==> config.mk <==
export PLATFORM = sky130hd
export DESIGN_NAME = vend_settlement
export DESIGN_NICKNAME = d
export VERILOG_FILES = /design/src/rtl/vend_settlement.sv
export SDC_FILE = /design/constraint.sdc
export NUM_CORES = 1
export LEC_CHECK = 0
export ABC_AREA = 1
export BUFFER_PORTS_ARGS = -buffer_cell sky130_fd_sc_hd__buf_2
export CORE_AREA = 2 2 486 488
export CTS_BUF_LIST = sky130_fd_sc_hd__clkbuf_4 sky130_fd_sc_hd__clkbuf_8
export DETAILED_ROUTE_END_ITERATION = 8
export DIE_AREA = 0 0 488 490
export GPL_TIMING_DRIVEN = 0
export PLACE_DENSITY = 0.3
export RECOVER_POWER = 25
export SLEW_MARGIN = 40
export SYNTH_ARGS = -nofsm -noshare
export SYNTH_HDL_FRONTEND = slang
export SYNTH_SLANG_ARGS = --single-unit
export TNS_END_PERCENT = 5
==> constraint.sdc <==
create_clock -name clk -period 4.72 [get_ports clk]
set_clock_uncertainty 0.15 [all_clocks]
set_input_delay 1.18 -clock clk [delete_from_list [all_inputs] [get_ports clk]]
set_output_delay 1.18 -clock clk [all_outputs]
set_load 0.005 [all_outputs]
==> src/rtl/vend_settlement.sv <==
// Vending settlement controller: accumulates coin credit, applies a lane-0 discount to the price,
// handshakes a dispense with the motor, and returns any leftover credit as change.
module vend_settlement #(
  parameter int unsigned DATA_WIDTH = 64,
  parameter int unsigned K          = 16
) (
  input  logic                    clk,
  input  logic                    reset_n,
  input  logic                    sell_signal,
  input  logic [K*DATA_WIDTH-1:0] total_discount,
  input  logic [DATA_WIDTH-1:0]   price,
  input  logic                    coin_valid,
  input  logic [7:0]              coin_value,
  input  logic                    cancel,
  input  logic                    dispense_ready,
  output logic                    coin_ready,
  output logic                    dispense_valid,
  output logic                    change_valid,
  output logic [DATA_WIDTH-1:0]   change_amount,
  output logic [DATA_WIDTH-1:0]   credit,
  output logic [15:0]             sales_count,
  output logic                    busy
);

  typedef enum logic [1:0] {StIdle, StCollect, StDispense, StChange} state_e;

  state_e                  state_q, state_d;
  logic [DATA_WIDTH-1:0]   credit_q, credit_d;
  logic [DATA_WIDTH-1:0]   net_price_q, net_price_d;
  logic [15:0]             sales_q, sales_d;
  logic                    sell_prev_q;

  logic                    sell_edge;
  logic [DATA_WIDTH-1:0]   discount;
  logic [DATA_WIDTH-1:0]   net_price_calc;
  logic [DATA_WIDTH:0]     sum_wide;
  logic [DATA_WIDTH-1:0]   credit_plus;
  logic [DATA_WIDTH-1:0]   credit_in;
  logic                    coin_take;
  logic                    unused_discount;

  // Only lane 0 of the discount bus carries a value; the other lanes are deliberately ignored.
  assign unused_discount = ^total_discount;
  assign discount        = total_discount[DATA_WIDTH-1:0];
  assign net_price_calc  = (price > discount) ? (price - discount) : '0;
  assign sell_edge       = sell_signal & ~sell_prev_q;

  assign coin_take   = coin_ready & coin_valid;
  assign sum_wide    = {1'b0, credit_q} + {1'b0, DATA_WIDTH'(coin_value)};
  assign credit_plus = sum_wide[DATA_WIDTH] ? '1 : sum_wide[DATA_WIDTH-1:0];
  assign credit_in   = coin_take ? credit_plus : credit_q;

  always_ff @(posedge clk or negedge reset_n) begin
    if (!reset_n) begin
      state_q     <= StIdle;
      credit_q    <= '0;
      net_price_q <= '0;
      sales_q     <= '0;
      sell_prev_q <= 1'b0;
    end else begin
      state_q     <= state_d;
      credit_q    <= credit_d;
      net_price_q <= net_price_d;
      sales_q     <= sales_d;
      sell_prev_q <= sell_signal;
    end
  end

  always_comb begin
    state_d     = state_q;
    credit_d    = credit_in;
    net_price_d = net_price_q;
    sales_d     = sales_q;
    unique case (state_q)
      StIdle: begin
        if (cancel) begin
          state_d = StChange;
        end else if (sell_edge) begin
          state_d     = StCollect;
          net_price_d = net_price_calc;
        end
      end
      StCollect: begin
        // Cancel wins over a sufficient credit; any same-cycle coin rides along in credit_in.
        if (cancel) begin
          state_d = StChange;
        end else if (credit_q >= net_price_q) begin
          state_d  = StDispense;
          credit_d = credit_in - net_price_q;
        end
      end
      StDispense: begin
        if (dispense_ready) begin
          sales_d = sales_q + 16'd1;
          state_d = (credit_q != '0) ? StChange : StIdle;
        end
      end
      StChange: begin
        state_d  = StIdle;
        credit_d = '0;
      end
      default: state_d = StIdle;
    endcase
  end

  always_comb begin
    coin_ready     = (state_q == StIdle) || (state_q == StCollect);
    dispense_valid = (state_q == StDispense);
    change_valid   = (state_q == StChange);
    change_amount  = (state_q == StChange) ? credit_q : '0;
    busy           = (state_q != StIdle);
    credit         = credit_q;
    sales_count    = sales_q;
  end

endmodule

==> results, run 1 <==
- Of all nets on the critical path, the largest fanout is 5.
- The iteration count of the initial detailed-routing pass is 6.
- Compared with the post-synthesis result, the final layout area differs by 39.5%.
- The areal power density over the cells is between 600 and 700 mW/mm².
- Setup repair after global routing could not meet its margin everywhere.
- STA classifies the critical path startpoint as an input pin.
- The synthesis warning total is 0.
- The clock network accounts for under 10% of the total power.
- The share of total power dissipated in combinational logic is about four fifths.
- After detailed routing, the number of remaining DRC violations is 0.
- The tree is rooted in a sky130_fd_sc_hd__clkbuf_8.
- From bottom edge to top edge, the die measures around 490 µm.
- The checks that failed: max-capacitance violations, max-slew violations.
- The buffer levels on the longest clock path is 2.
- Input and output buffers added on the ports amount to about 290.
- Global routing consumed, over all layers together, a little over 10% of the routing resources.
- The clock net in this run drives a total of 147 sinks.
- The post-layout worst setup margin is 0.0694 ns.
- Clock-pin slew was measured on the worst setup and hold paths at 0.11 ns.
- For this design the static power due to leakage is ~0.013 µW.
- By area the synthesized netlist is led by sky130_fd_sc_hd__dfrtp_1, sky130_fd_sc_hd__nand2_1, sky130_fd_sc_hd__ha_1.
- TritonCTS built the clock tree.
- The path class of the tightest hold or removal check is reg -> reg.
- STA classifies the critical path endpoint as a flop.
- The post-synthesis net count is around 4800.
- The design draws between 15000 and 20000 µW.
- Setup violations remaining at the end of the flow were counted as 0.
- Summed over all layers, the routed wires come to about 130 mm.
- Clock latency on the worst-skew pair, taken at its later pin, is 0.61 ns.
- The max-slew violation count is 37.
- The internal power summed over all cells is roughly 7000 µW.
- For the finished layout, the period the worst path requires is about 4.7 ns.
- The classification of the worst setup path is in -> reg.
- Leaving out filler cells and counting taps, the final layout contains roughly 7000.
- The portion of the post-synthesis area used by sequential elements is between 10% and 20%.
- The number of I/O pins is approximately 1300.
- Across the run, the number of max-cap violations was 1.
- The HPWL after detailed placement is 111 mm.
- The netlist area before placement is between 0.02 and 0.025 mm².
- The placer's final routability congestion estimate is roughly 0.88.
- The routed length per placed instance is between 15 and 20 µm.
- Prior to clock tree synthesis, the placed netlist has a worst setup slack of -1.71 ns.
- The mean post-synth cell area is just under 6 µm².
- In this run the standard cell core region covers between 0.2 and 0.25 mm².
- The number of fill cells in the layout is roughly 28000.
- The number of routed nets with antenna violations is 0.
- Derived from the worst setup path, the maximum achievable clock frequency is approximately 220 MHz.
- The power spent charging and discharging nets is around 12000 µW.
- The number of nets in the layout is slightly above 5000.
- In the layout the commonest cells are sky130_fd_sc_hd__nand2_1, sky130_fd_sc_hd__inv_1, sky130_fd_sc_hd__nor2_1.
- The via count of the first global-routing pass is 23800.
- The total count of hold-check failures in the final report is 0.
- STA puts the critical path data required time at between 5 and 6 ns.
- The count of H-tree levels built during CTS is 4.
- The die area is between 0.2 and 0.25 mm².
- The library cell used most frequently in the layout, excluding fill and tap cells, is sky130_fd_sc_hd__nand2_1.
- After technology mapping, the gate count stands at around 3500.
- The initial utilization of the core area, before any placement, comes to between 8 and 9%.
- STA puts the critical path data arrival time at 5.00 ns.
- In this run the horizontal extent of the chip is 488 µm.
- The sequential cell area is about 0.0037 mm².
- IR analysis of the VDD net gives a maximum drop of between 0.2 and 0.3 mV.
- Hold is met by around 0.33 ns.
- The initial antenna violation count is 5.
- The share of the clock period used by the worst path after layout is 98.5%.
- The number of buffers created by CTS is 17.
- Summing all non-filler instances in the final layout gives an area of between 0.02 and 0.03 mm².
- The initial DRC count is 1565.
- The number of placed instances, taps included, is between 6000 and 7000.
- Detailed routing inserted a total of 23800 vias.
- The area of the multi-input gates is between 0.015 and 0.02 mm².
- The share of post-route cells with drive strength above 1 is 20.1%.
- In the routed layout, each cell is associated on average with a via count of about 3.4.
- For the pin with the worst max-slew slack, the measured transition is 2.93 ns.
- Of the total power, the share spent switching nets is between 60% and 70%.
- The final global-route overflow total is 0.
- Entering global routing, the biggest net connects 59 pins.
- The biggest area contributor in the post-synthesis netlist is sky130_fd_sc_hd__dfrtp_1.
- The global-route wire length before repair is between 150 and 200 mm.
- The part of the total power dissipated in sequential elements is between 10% and 20%.
- The worst relative slew slack is -95.3%.
- The run finished, with violations left.
- The fraction of synthesized cell area taken by the top area cell type is 18.0%.
- The instance area after placement is roughly 0.026 mm².
- The row count is ~180.
- Yosys mapped the design onto 55 distinct sky130hd cell types.
- In this run, synthesis produced a sequential element count of roughly 150.
## power groups by stage
| stage | logic [µW] | registers [µW] | clock network [µW] |
|---|---|---|---|
| 3_5_place_dp | 12700 | 2590 | 0 |
| 2_1_floorplan | 7650 | 2180 | 0 |
| 4_1_cts | 13600 | 2550 | 1390 |
| 5_1_grt | 16300 | 2640 | 1430 |
| 6_report | 14800 | 2560 | 1310 |
| 3_3_place_gp | 12700 | 2580 | 0 |
## sequential cells by signal (all words and copies together), names as in the netlist
register     flops
credit          64
net_price_q     64
sales_count     16
sell_prev_q      1
state_q          2
## stage by stage
stage	TNS, ns	utilization, %
6_report	0	12.2
5_1_grt	-0.578	12.2
4_1_cts	-0.152	11.7
3_5_place_dp	-71.02	11.1
3_3_place_gp	-196.14	11.0
2_1_floorplan	0	-
## kinds of logic (layout without fill, tap and decap cells)
| group | count (synthesis) | count (layout) | share of synthesized area, % |
|---|---|---|---|
| mux | 1 | 1 | 0.0551 |
| xor+xnor | 93 | 93 | 3.99 |
| other cells | 0 | 6 | 0 |
| simple gates | 1843 | 1843 | 38.7 |
| flops | 147 | 147 | 18.0 |
| compound gates | 549 | 549 | 14.9 |
| fa+ha+maj | 204 | 204 | 12.6 |
| buf+inv | 616 | 988 | 11.7 |
## cell usage after synthesis, drive strengths merged
cell type,instances
a211oi,4
a21boi,11
a21o,14
a21oi,224
a22oi,1
a31oi,8
and2,3
and3,4
and3b,1
buf,21
clkbuf,15
clkinv,2
dfrtp,147
fa,3
ha,201
inv,578
mux2,1
nand2,963
nand2b,1
nand3,233
nand3b,20
nand4,58
nor2,458
nor3,57
nor4,28
nor4b,1
o2111ai,1
o211ai,8
o21a,15
o21ai,219
o21bai,37
o22ai,6
o31ai,1
or2,16
xnor2,35
xor2,58
## layer usage
metal	global-route usage (%)	share of wire, %
met5	0	0.017
met2	13.9	38
met3	1.47	4.8
met1	16.5	56
met4	2.42	2.1
## area by class of cell
class	instances	share of cell area, %
Antenna cell	6	0.0527
Clock buffer	17	0.821
Inverter	580	7.66
Clock inverter	15	0.790
Timing Repair Buffer	340	6.63
Buffer	36	0.887
Multi-Input combinational cell	2690	56.3
Sequential cell	147	13.0
Tap cell	3150	13.8
## path summary, 6_finish.rpt
check	startpoint	to	slack, ns	depth (start not counted)
worst max-delay path	coin_value[0]	credit[37]$_DFF_PN0_	0.07	25
worst min-delay path	sales_count[15]$_DFFE_PN0P_	sales_count[15]$_DFFE_PN0P_	0.33	1
worst max register to register	credit[51]$_DFF_PN0_	credit[63]$_DFF_PN0_	0.18	22
worst min register to register	sales_count[15]$_DFFE_PN0P_	sales_count[15]$_DFFE_PN0P_	0.33	1
max in group asynchronous	reset_n	credit[47]$_DFF_PN0_	0.62	2
min in group asynchronous	reset_n	sales_count[14]$_DFFE_PN0P_	1.37	1
## worst max-delay path: stages
cell and delay, ns:
sky130_fd_sc_hd__buf_2 0.13, sky130_fd_sc_hd__ha_4 0.17, sky130_fd_sc_hd__fa_2 0.42, sky130_fd_sc_hd__nand3_4 0.08, sky130_fd_sc_hd__nand3_4 0.12, sky130_fd_sc_hd__nand2_2 0.09, sky130_fd_sc_hd__o211ai_1 0.10, sky130_fd_sc_hd__nand2_2 0.15
sky130_fd_sc_hd__nor2_4 0.07, sky130_fd_sc_hd__nand2_4 0.08, sky130_fd_sc_hd__inv_2 0.06, sky130_fd_sc_hd__nand4_1 0.10, sky130_fd_sc_hd__buf_4 0.15, sky130_fd_sc_hd__o211ai_1 0.20, sky130_fd_sc_hd__ha_1 0.43, sky130_fd_sc_hd__nand2_1 0.10
sky130_fd_sc_hd__nand2_2 0.10, sky130_fd_sc_hd__o21bai_1 0.20, sky130_fd_sc_hd__a21oi_2 0.20, sky130_fd_sc_hd__o21ai_0 0.15, sky130_fd_sc_hd__inv_1 0.07, sky130_fd_sc_hd__nand2_1 0.14, sky130_fd_sc_hd__or2_2 0.31, sky130_fd_sc_hd__nand3_1 0.09
sky130_fd_sc_hd__nand3_1 0.08
## what timing repair did
| item | in CTS | in global routing |
|---|---|---|
| endpoints found under the hold margin | 0 | 0 |
| resized for setup | 177 | 223 |
| hold buffers | 0 | 0 |
| endpoints found under the setup margin | 52 | 46 |
| gates cloned | 0 | 0 |
| pin swaps | 11 | 45 |
| buffers inserted | 12 | 37 |
Power figures use the tool's default switching activity.
==> inputs of run 2 (changes only) <==
Settings changed: CELL_PAD_IN_SITES_DETAIL_PLACEMENT from default to 0, CELL_PAD_IN_SITES_GLOBAL_PLACEMENT from default to 2, CORE_AREA 2 2 486 488 to 2 2 489 491, DIE_AREA 0 0 488 490 to 0 0 491 493, PLACE_DENSITY 0.3 to 0.41.
==> run 2 against run 1 <==
  * The run still ends with max-capacitance violations, max-slew violations left
  * Cell area rose by 0.22%
  * Wire length rose by 6.9%
  * Cell count rose by 0.21%
  * Setup slack got worse by 0.053 ns
  * Total power rose by 0.74%
==> results, run 2 (synthesis results as in run 1) <==
- The area growth from synthesis to final layout came to 39.8% (was 39.5%).
- The number of DRC violations after detailed routing is 0 (unchanged).
- Violations in the final reports: max-capacitance violations, max-slew violations (unchanged).
- The depth of the worst hold-timing path is 1 (unchanged).
- The wire length reported by the detailed router is 135 mm (was 126 mm).
- The total number of clock tree sinks was 147 (unchanged).
- The buffer levels on the longest clock path was 2 (unchanged).
- The count of H-tree levels built during CTS is 4 (unchanged).
- The transition at the pin with the smallest max-transition slack was 3.01 ns (was 2.93 ns).
- The width of the chip is 491 µm (was 488 µm).
- The share of the clock period used by the worst path after layout was 99.6% (was 98.5%).
- The count of buffers from port buffering is 289 (unchanged).
- The number of maximum-capacitance constraint violations was 1 (unchanged).
- The initial DRC count is 1213 (was 1565).
- Unrepaired setup endpoints after global routing: true (unchanged).
- The top layer used by detailed routing is met5 (unchanged).
- The number of buffers created by CTS was 17 (unchanged).
- The number of routed nets with antenna violations is 0 (unchanged).
- The static leakage is 0.0130 µW (about the same).
- The via count is 23600 (was 23800).
- The number of cells on the worst reg-to-reg path is 27 (was 22).
- The global-route usage over all layers is 10.9% (was 10.3%).
- The wire length on met2 is 52.8 mm (was 47.3 mm).
- The die area came to 0.242 mm² (was 0.239 mm²).
- The critical register-to-register path startpoint is credit[6]$_DFF_PN0_ (was credit[51]$_DFF_PN0_).
- The origin of the worst setup path is coin_value[0] (unchanged).
- The count of hold buffers inserted by post-cts repair is 0 (unchanged).
- The iteration count of the initial detailed-routing pass is 5 (was 6).
- The final global-route overflow total is 0 (unchanged).
- The most frequent standard cell in the layout excluding fill and tap cells is sky130_fd_sc_hd__nand2_1 (unchanged).
- The vertical extent of the die is 493 µm (was 490 µm).
- The data required time at the worst endpoint is 5.08 ns (was 5.07 ns).
- The number of nets in the layout is 5115 (was 5118).
- The row count is 179 (was 178).
- The initial antenna violation count is 14 (was 5).
- The final critical path time including I/O delays and setup is 4.70 ns (was 4.65 ns).
- The placeable core area is 0.237 mm² (was 0.234 mm²).
- The total half-perimeter wirelength after legalization and detailed placement is 120 mm (was 111 mm).
- The power after layout came to 18800 µW (was 18700 µW).
- The placer's final routability congestion estimate is 0.824 (was 0.883).
- The capture endpoint of the worst hold path is sales_count[15]$_DFFE_PN0P_ (unchanged).
- The number of placed cells counting well taps is 6913 (was 6894).
- The met1 routed wirelength after detailed routing came to 75.3 mm (was 69.9 mm).
- The highest clock frequency the design can meet is 213 MHz (was 215 MHz).
- The slack of the worst reg-to-reg path is 0.19 ns (was 0.18 ns).
- The setup violation total in the final timing report is 0 (unchanged).
- The clock-pin slew of the registers on the worst-case setup and hold paths is 0.12 ns (was 0.11 ns).
- The largest net degree at the start of global routing is 65 (was 59).
- The areal power density over the cells is 659 mW/mm² (was 656 mW/mm²).
- The final cell count without fillers is 6996 (was 6981).
- The type of element launching the critical path is an input pin (unchanged).
- The routed length per placed instance is 19.2 µm (was 18.0 µm).
- The clock tree from TritonCTS is built (unchanged).
- The max-slew violation count is 48 (was 37).
- The classification of the worst setup path was in -> reg (unchanged).
- The clock network latency to the later pin of the worst-skew pair is 0.61 ns (about the same).
- The startpoint of the most critical hold path is sales_count[15]$_DFFE_PN0P_ (unchanged).
- The via count of the first global-routing pass is 24200 (was 23800).
- The type of the tightest min-delay check is reg -> reg (unchanged).
- Highest-count cells in the layout ignoring fill and taps: sky130_fd_sc_hd__nand2_1, sky130_fd_sc_hd__inv_1, sky130_fd_sc_hd__nor2_1 (unchanged).
- The mean number of vias per cell is 3.38 (was 3.41).
- The critical path data arrival time came to 5.07 ns (was 5.00 ns).
- Outcome: complete, but fails checks (unchanged).
- The worst relative slew slack is -101% (was -95.3%).
- The share of post-route cells with drive strength above 1 is 20.7% (was 20.1%).
- The worst reg2reg path endpoint is credit[61]$_DFF_PN0_ (was credit[63]$_DFF_PN0_).
- The critical path endpoint category was a flop (unchanged).
- The total length of routed met3 wires is 4.54 mm (was 6.00 mm).
- The cell at the root of the clock tree is sky130_fd_sc_hd__clkbuf_8 (unchanged).
- The total count of hold-check failures in the final report is 0 (unchanged).
- The worst-case vdd ir drop is 0.296 mV (was 0.286 mV).
- The global-route wire length before repair is 186 mm (was 174 mm).
- The largest fanout of any net on the critical path is 6 (was 5).
- The number of I/O pins came to 1250 (unchanged).
- The starting density of the core is 8.62% (was 8.73%).
[run 2: cell count changes in the layout (fill, tap and decap cells not counted), sizes merged, moves of 2 or more]
cell / previous run / this run
buf: 359 / 355
inv: 581 / 584
bufinv: 5 / 3
clkdlybuf4s25: 0 / 2
[run 2: worst max path at each step]
stage,to,slack [ns],cells after the start
6_report,credit[61]$_DFF_PN0_,0.02,27
3_3_place_gp,credit[53]$_DFF_PN0_,-2.03,20
4_1_cts,credit[63]$_DFF_PN0_,-0.11,28
3_5_place_dp,credit[53]$_DFF_PN0_,-2.03,20
2_1_floorplan,credit[37]$_DFF_PN0_,0.14,25
5_1_grt,credit[45]$_DFF_PN0_,-0.11,28
[run 2: repair_timing]
| action | in CTS | in global routing |
|---|---|---|
| gates resized for setup | 223 | 212 |
| endpoints found under the setup margin | 53 | 45 |
| pin swaps | 20 | 31 |
| cloned | 0 | 0 |
| buffers inserted | 22 | 22 |
[run 2: cell type report]
class,instances,area [µm²]
sequential,147,3710
buffer,36,253
inverter,580,2190
fill,28200,208000
timing repair buffer,337,1890
tap,3167,3960
clock buffer,17,234
multi-input combinational,2690,16100
antenna,7,17.5
clock inverter,15,193
[run 2: stage by stage]
stage                     worst slack, ns  hold WS, ns  cell area, µm²  util, %  TNS [ns]
after floorplan                     0.142        0.299           20400        -         0
after global placement              -2.03        0.313           25800     10.9   -190.48
after detailed placement            -2.03        0.314           26000     11.0    -83.59
after CTS                          -0.107        0.298           27600     11.6    -0.674
after global routing               -0.113        0.336           28600     12.1     -1.41
final                              0.0166        0.330           28600     12.1         0
[run 2: power by group]
group	switching, µW	internal, µW	leakage [µW]
logic	10300	4720	0.0109
clock network	668	538	0.000220
registers	814	1760	0.00189
[run 2: routing by layer]
layer  vias up  global-route usage (%)
li1      11900                       -
met3        68                    1.32
met2       526                    15.5
met1     11100                    17.1
met4         8                    1.93
met5         -                       0
[run 2: worst max-delay path, stage by stage]
cell and delay [ns]:
sky130_fd_sc_hd__buf_4 0.13, sky130_fd_sc_hd__ha_4 0.16, sky130_fd_sc_hd__fa_2 0.41, sky130_fd_sc_hd__nand3_2 0.11, sky130_fd_sc_hd__nand3_4 0.12, sky130_fd_sc_hd__nand2_1 0.08, sky130_fd_sc_hd__o211ai_1 0.10, sky130_fd_sc_hd__nand2_2 0.16
sky130_fd_sc_hd__buf_12 0.13, sky130_fd_sc_hd__nor2_4 0.04, sky130_fd_sc_hd__nand4_1 0.19, sky130_fd_sc_hd__inv_2 0.07, sky130_fd_sc_hd__buf_4 0.14, sky130_fd_sc_hd__nand2_1 0.07, sky130_fd_sc_hd__nand3_2 0.14, sky130_fd_sc_hd__ha_4 0.37
sky130_fd_sc_hd__nand2_1 0.08, sky130_fd_sc_hd__nor2_1 0.14, sky130_fd_sc_hd__inv_1 0.09, sky130_fd_sc_hd__nor2_1 0.14, sky130_fd_sc_hd__inv_1 0.14, sky130_fd_sc_hd__nor4_4 0.22, sky130_fd_sc_hd__nand3_1 0.17, sky130_fd_sc_hd__nand3_1 0.12
sky130_fd_sc_hd__nand3_2 0.17, sky130_fd_sc_hd__nand2_1 0.13, sky130_fd_sc_hd__nand2_1 0.06
==> inputs of run 3 (changes only) <==
Settings changed: ABC_AREA 1 to default, CORE_AREA 2 2 489 491 to 2 2 485 487, DIE_AREA 0 0 491 493 to 0 0 487 489, PLACE_DENSITY 0.41 to 0.44.
==> run 3 against run 2 <==
  * Maximum frequency decreased by 20%
  * Global-route usage down 2.1 points
  * Largest cell class unchanged
  * Non-clock buffer count rose by 91
  * Sequential share of layout area up 2.2 points
  * Worst hold slack worse by 0.013 ns
  * The flow finishes with violations (max-capacitance violations, max-slew violations, negative setup slack)
==> results, run 3 <==
- Violations in the final reports: max-capacitance violations, max-slew violations, negative setup slack (was max-capacitance violations, max-slew violations).
- The die area is 0.238 mm² (was 0.242 mm²).
- The classification of the worst setup path is in -> reg (unchanged).
- The worst-case vdd ir drop is 0.358 mV (was 0.296 mV).
- The via count is 17400 (was 23600).
- The buffer levels on the longest clock path came to 2 (unchanged).
- The clock-pin slew of the registers on the worst-case setup and hold paths is 0.10 ns (was 0.12 ns).
- The width of the chip came to 487 µm (was 491 µm).
- The critical path endpoint category is a flop (unchanged).
- The total count of hold-check failures in the final report was 0 (unchanged).
- The setup violation total in the final timing report is 45 (was 0).
- The number of nets in the layout is 3870 (was 5115).
- The count of H-tree levels built during CTS came to 4 (unchanged).
- The type of the tightest min-delay check was reg -> reg (unchanged).
- The cell with the most instances after synthesis is sky130_fd_sc_hd__nand2_1 (unchanged).
- Largest cells by area after synthesis: sky130_fd_sc_hd__dfrtp_1, sky130_fd_sc_hd__ha_1, sky130_fd_sc_hd__nand2_1 (was sky130_fd_sc_hd__dfrtp_1, sky130_fd_sc_hd__nand2_1, sky130_fd_sc_hd__ha_1).
- The post-layout worst setup margin came to -1.13 ns (was 0.0166 ns).
- The iteration count of the initial detailed-routing pass is 5 (unchanged).
- The number of I/O pins is 1250 (unchanged).
- The vertical extent of the die is 489 µm (was 493 µm).
- The worst reg2reg path endpoint was credit[63]$_DFF_PN0_ (was credit[61]$_DFF_PN0_).
- The worst relative slew slack came to -31.5% (was -101%).
- The sequential cell area was 0.00374 mm² (was 0.00371 mm²).
- The number of buffers created by CTS is 17 (unchanged).
- The global-route usage over all layers is 8.76% (was 10.9%).
- The combinational group share of total power was 78.5% (was 79.9%).
- The cell at the root of the clock tree is sky130_fd_sc_hd__clkbuf_8 (unchanged).
- The top flip-flop cell by instance count after synthesis is sky130_fd_sc_hd__dfrtp_1 (unchanged).
- The number of distinct library cells after synthesis is 85 (was 55).
- The post-synthesis net count came to 3493 (was 4759).
- The data required time at the worst endpoint is 5.01 ns (was 5.08 ns).
- The number of routed nets with antenna violations is 0 (unchanged).
- The number of maximum-capacitance constraint violations is 3 (was 1).
- The internal power summed over all cells came to 7620 µW (was 7020 µW).
- The slack of the worst reg-to-reg path is -1.02 ns (was 0.19 ns).
- The mean number of vias per cell came to 3.08 (was 3.38).
- The post-synthesis cell count is 2187 (was 3453).
- The power spent charging and discharging nets is 10100 µW (was 11800 µW).
- The total number of clock tree sinks is 147 (unchanged).
- The netlist area before placement is 0.0168 mm² (was 0.0204 mm²).
- The share of post-route cells with drive strength above 1 is 27.1% (was 20.7%).
- The initial antenna violation count is 19 (was 14).
- The capturing instance or port of the critical path is credit[63]$_DFF_PN0_ (was credit[61]$_DFF_PN0_).
- The final global-route overflow total came to 0 (unchanged).
- The critical register-to-register path startpoint is credit[2]$_DFF_PN0_ (was credit[6]$_DFF_PN0_).
- The final critical path time including I/O delays and setup is 5.85 ns (was 4.70 ns).
- The row count came to 178 (was 179).
- The net switching share of the total power is 57.0% (was 62.7%).
- The routed length per placed instance is 18.9 µm (was 19.2 µm).
- The origin of the worst setup path is coin_value[0] (unchanged).
- The top cell type by total area after synthesis is sky130_fd_sc_hd__dfrtp_1 (unchanged).
- The highest clock frequency the design can meet was 171 MHz (was 213 MHz).
- The depth of the worst hold-timing path was 1 (unchanged).
- The areal power density over the cells is 719 mW/mm² (was 659 mW/mm²).
- The via count of the first global-routing pass is 17900 (was 24200).
- The clock tree from TritonCTS is built (unchanged).
- The number of DRC violations after detailed routing came to 0 (unchanged).
- The startpoint of the most critical hold path is sales_count[15]$_DFFE_PN0P_ (unchanged).
- The critical path data arrival time came to 6.14 ns (was 5.07 ns).
- The total half-perimeter wirelength after legalization and detailed placement is 89.9 mm (was 120 mm).
- The type of element launching the critical path is an input pin (unchanged).
- The fraction of power consumed by the clock network came to 6.9% (was 6.4%).
- Highest-count cells in the layout ignoring fill and taps: sky130_fd_sc_hd__buf_2, sky130_fd_sc_hd__nand2_1, sky130_fd_sc_hd__inv_1 (was sky130_fd_sc_hd__nand2_1, sky130_fd_sc_hd__inv_1, sky130_fd_sc_hd__nor2_1).
- Commonest cells in the synthesized netlist: sky130_fd_sc_hd__nand2_1, sky130_fd_sc_hd__ha_1, sky130_fd_sc_hd__inv_1 (was sky130_fd_sc_hd__nand2_1, sky130_fd_sc_hd__inv_1, sky130_fd_sc_hd__nor2_1).
- Unrepaired setup endpoints after global routing: true (unchanged).
- The initial DRC count is 916 (was 1213).
- The mean post-synth cell area was 7.68 µm² (was 5.92 µm²).
- The number of flip-flops and latches in the synthesized netlist is 147 (unchanged).
- The most frequent standard cell in the layout excluding fill and tap cells is sky130_fd_sc_hd__buf_2 (was sky130_fd_sc_hd__nand2_1).
- The part of the total power dissipated in sequential elements is 14.6% (was 13.7%).
- The share of the clock period used by the worst path after layout was 124% (was 99.6%).
- The count of hold buffers inserted by post-cts repair is 0 (unchanged).
- The number of fill cells in the layout is 27200 (was 28200).
- The synthesis warning total is 0 (unchanged).
- The count of buffers from port buffering came to 289 (unchanged).
- The number of enable flip-flop cells after synthesis was 0 (unchanged).
- The global-route wire length before repair is 146 mm (was 186 mm).
- The largest net degree at the start of global routing is 65 (unchanged).
- The clock network latency to the later pin of the worst-skew pair is 0.61 ns (about the same).
- The portion of the post-synthesis area used by sequential elements was 21.9% (was 18.0%).
- The instance area after placement came to 0.0223 mm² (was 0.0260 mm²).
- The async set-reset flop share out of synthesis is 100% (unchanged).
- The power after layout is 17700 µW (was 18800 µW).
- The area of the multi-input gates is 0.0133 mm² (was 0.0161 mm²).
- The area growth from synthesis to final layout is 46.8% (was 39.8%).
- The wire length reported by the detailed router was 107 mm (was 135 mm).
- The placer's final routability congestion estimate came to 0.790 (was 0.824).
- The placeable core area is 0.234 mm² (was 0.237 mm²).
- The static leakage is 0.0110 µW (was 0.0130 µW).
- The fraction of synthesized cell area taken by the top area cell type came to 21.9% (was 18.0%).
- The number of cells on the worst reg-to-reg path is 22 (was 27).
- The transition at the pin with the smallest max-transition slack is 1.97 ns (was 3.01 ns).
- The number of placed cells counting well taps came to 5538 (was 6913).
- The final cell count without fillers was 5649 (was 6996).
- The worst hold slack across all endpoints was 0.317 ns (was 0.330 ns).
- The final cell area excluding filler cells is 0.0247 mm² (was 0.0286 mm²).
- Outcome: complete, but fails checks (unchanged).
- The largest fanout of any net on the critical path is 7 (was 6).
- The starting density of the core is 7.19% (was 8.62%).
- The max-slew violation count is 152 (was 48).
==> run 3: cell types whose count changed after synthesis, sizes merged, moves of 26 or more <==
cell    before  now
clkbuf      15   88
nand2      963  255
a22o         0   26
a21oi      224  169
nand3      233   51
a21o        14   99
xor2        58   84
inv        578  177
xnor2       35   97
o21ai      219  185
and3         4   93
nor2       458   88
nor3        57   27
==> run 3: final cells by class <==
type                            count  area share, %
Sequential cell                   147           15.2
Inverter                          177           2.69
Multi-Input combinational cell   1757           54.0
Tap cell                         3060           15.5
Buffer                             94           2.20
Antenna cell                       12          0.122
Clock buffer                       17          0.949
Clock inverter                     15          0.837
Timing Repair Buffer              370           8.47
==> run 3: through the flow <==
stage                     worst slack [ns]  setup TNS [ns]  util (%)
final                                -1.13          -22.99      10.6
after global routing                 -1.37          -34.46      10.5
after CTS                            -1.19          -23.44      10.4
after detailed placement             -3.05         -162.99      9.56
after global placement               -3.34         -289.68      9.51
after floorplan                      -1.05          -19.28         -
==> run 3: cells by family (layout without fill, tap and decap cells) <==
kind of cell / count (synthesis) / after routing / synth area share (%)
compound gates: 666 / 666 / 25.3
xor+xnor: 181 / 181 / 9.44
fa+ha+maj: 204 / 204 / 15.3
buf+inv: 283 / 673 / 6.49
flops: 147 / 147 / 21.9
mux: 2 / 2 / 0.134
other cells: 0 / 12 / 0
simple gates: 704 / 704 / 21.4
==> run 3: what timing repair did <==
| action | CTS | global route |
|---|---|---|
| setup buffers | 64 | 15 |
| endpoints found under the setup margin | 125 | 123 |
| gates resized for setup | 243 | 70 |
| cloned | 0 | 0 |
| pin swaps | 87 | 53 |
==> run 3: metal layers <==
metal | GRT usage (%) | up-vias | routed length, µm
li1 | - | 8622 | -
met1 | 13.0 | 8323 | 56000
met2 | 13.5 | 375 | 46200
met3 | 0.998 | 58 | 3110
met4 | 1.68 | 10 | 1310
met5 | 0 | - | 63
==> run 3: power groups by stage <==
stage	Combinational [µW]	Clock [µW]	Sequential [µW]
after detailed placement	11600	0	2790
final	13900	1220	2590
after CTS	13600	1280	2620
after global routing	15300	1310	2670
after floorplan	7370	0	2130
after global placement	11700	0	2790
==> run 3: how the worst min path moves through the flow <==
stage	to	slack [ns]
finish	sales_count[15]$_DFFE_PN0P_	0.32
global route	sales_count[15]$_DFFE_PN0P_	0.35
CTS	credit[55]$_DFF_PN0_	0.24
detailed placement	sales_count[15]$_DFFE_PN0P_	0.31
global placement	sales_count[15]$_DFFE_PN0P_	0.31
floorplan	net_price_q[10]$_DFFE_PN0P_	0.31
==> run 3: critical path, cell delays in order <==
cell	delay [ns]
sky130_fd_sc_hd__buf_8	0.11
sky130_fd_sc_hd__ha_4	0.15
sky130_fd_sc_hd__fa_2	0.34
sky130_fd_sc_hd__a21o_1	0.20
sky130_fd_sc_hd__a21oi_2	0.15
sky130_fd_sc_hd__o21bai_1	0.09
sky130_fd_sc_hd__a21oi_2	0.23
sky130_fd_sc_hd__o21a_2	0.22
sky130_fd_sc_hd__nor2_4	0.07
sky130_fd_sc_hd__and3_4	0.20
sky130_fd_sc_hd__buf_4	0.15
sky130_fd_sc_hd__nand4_1	0.09
sky130_fd_sc_hd__xnor2_1	0.21
sky130_fd_sc_hd__o21bai_4	0.24
sky130_fd_sc_hd__ha_1	0.27
sky130_fd_sc_hd__clkbuf_1	0.17
sky130_fd_sc_hd__and3_1	0.22
sky130_fd_sc_hd__a221o_1	0.34
sky130_fd_sc_hd__a21oi_1	0.21
sky130_fd_sc_hd__o21ai_0	0.21
sky130_fd_sc_hd__o211ai_1	0.27
sky130_fd_sc_hd__nand2_2	0.12
sky130_fd_sc_hd__a21boi_2	0.17
sky130_fd_sc_hd__or4_1	0.51
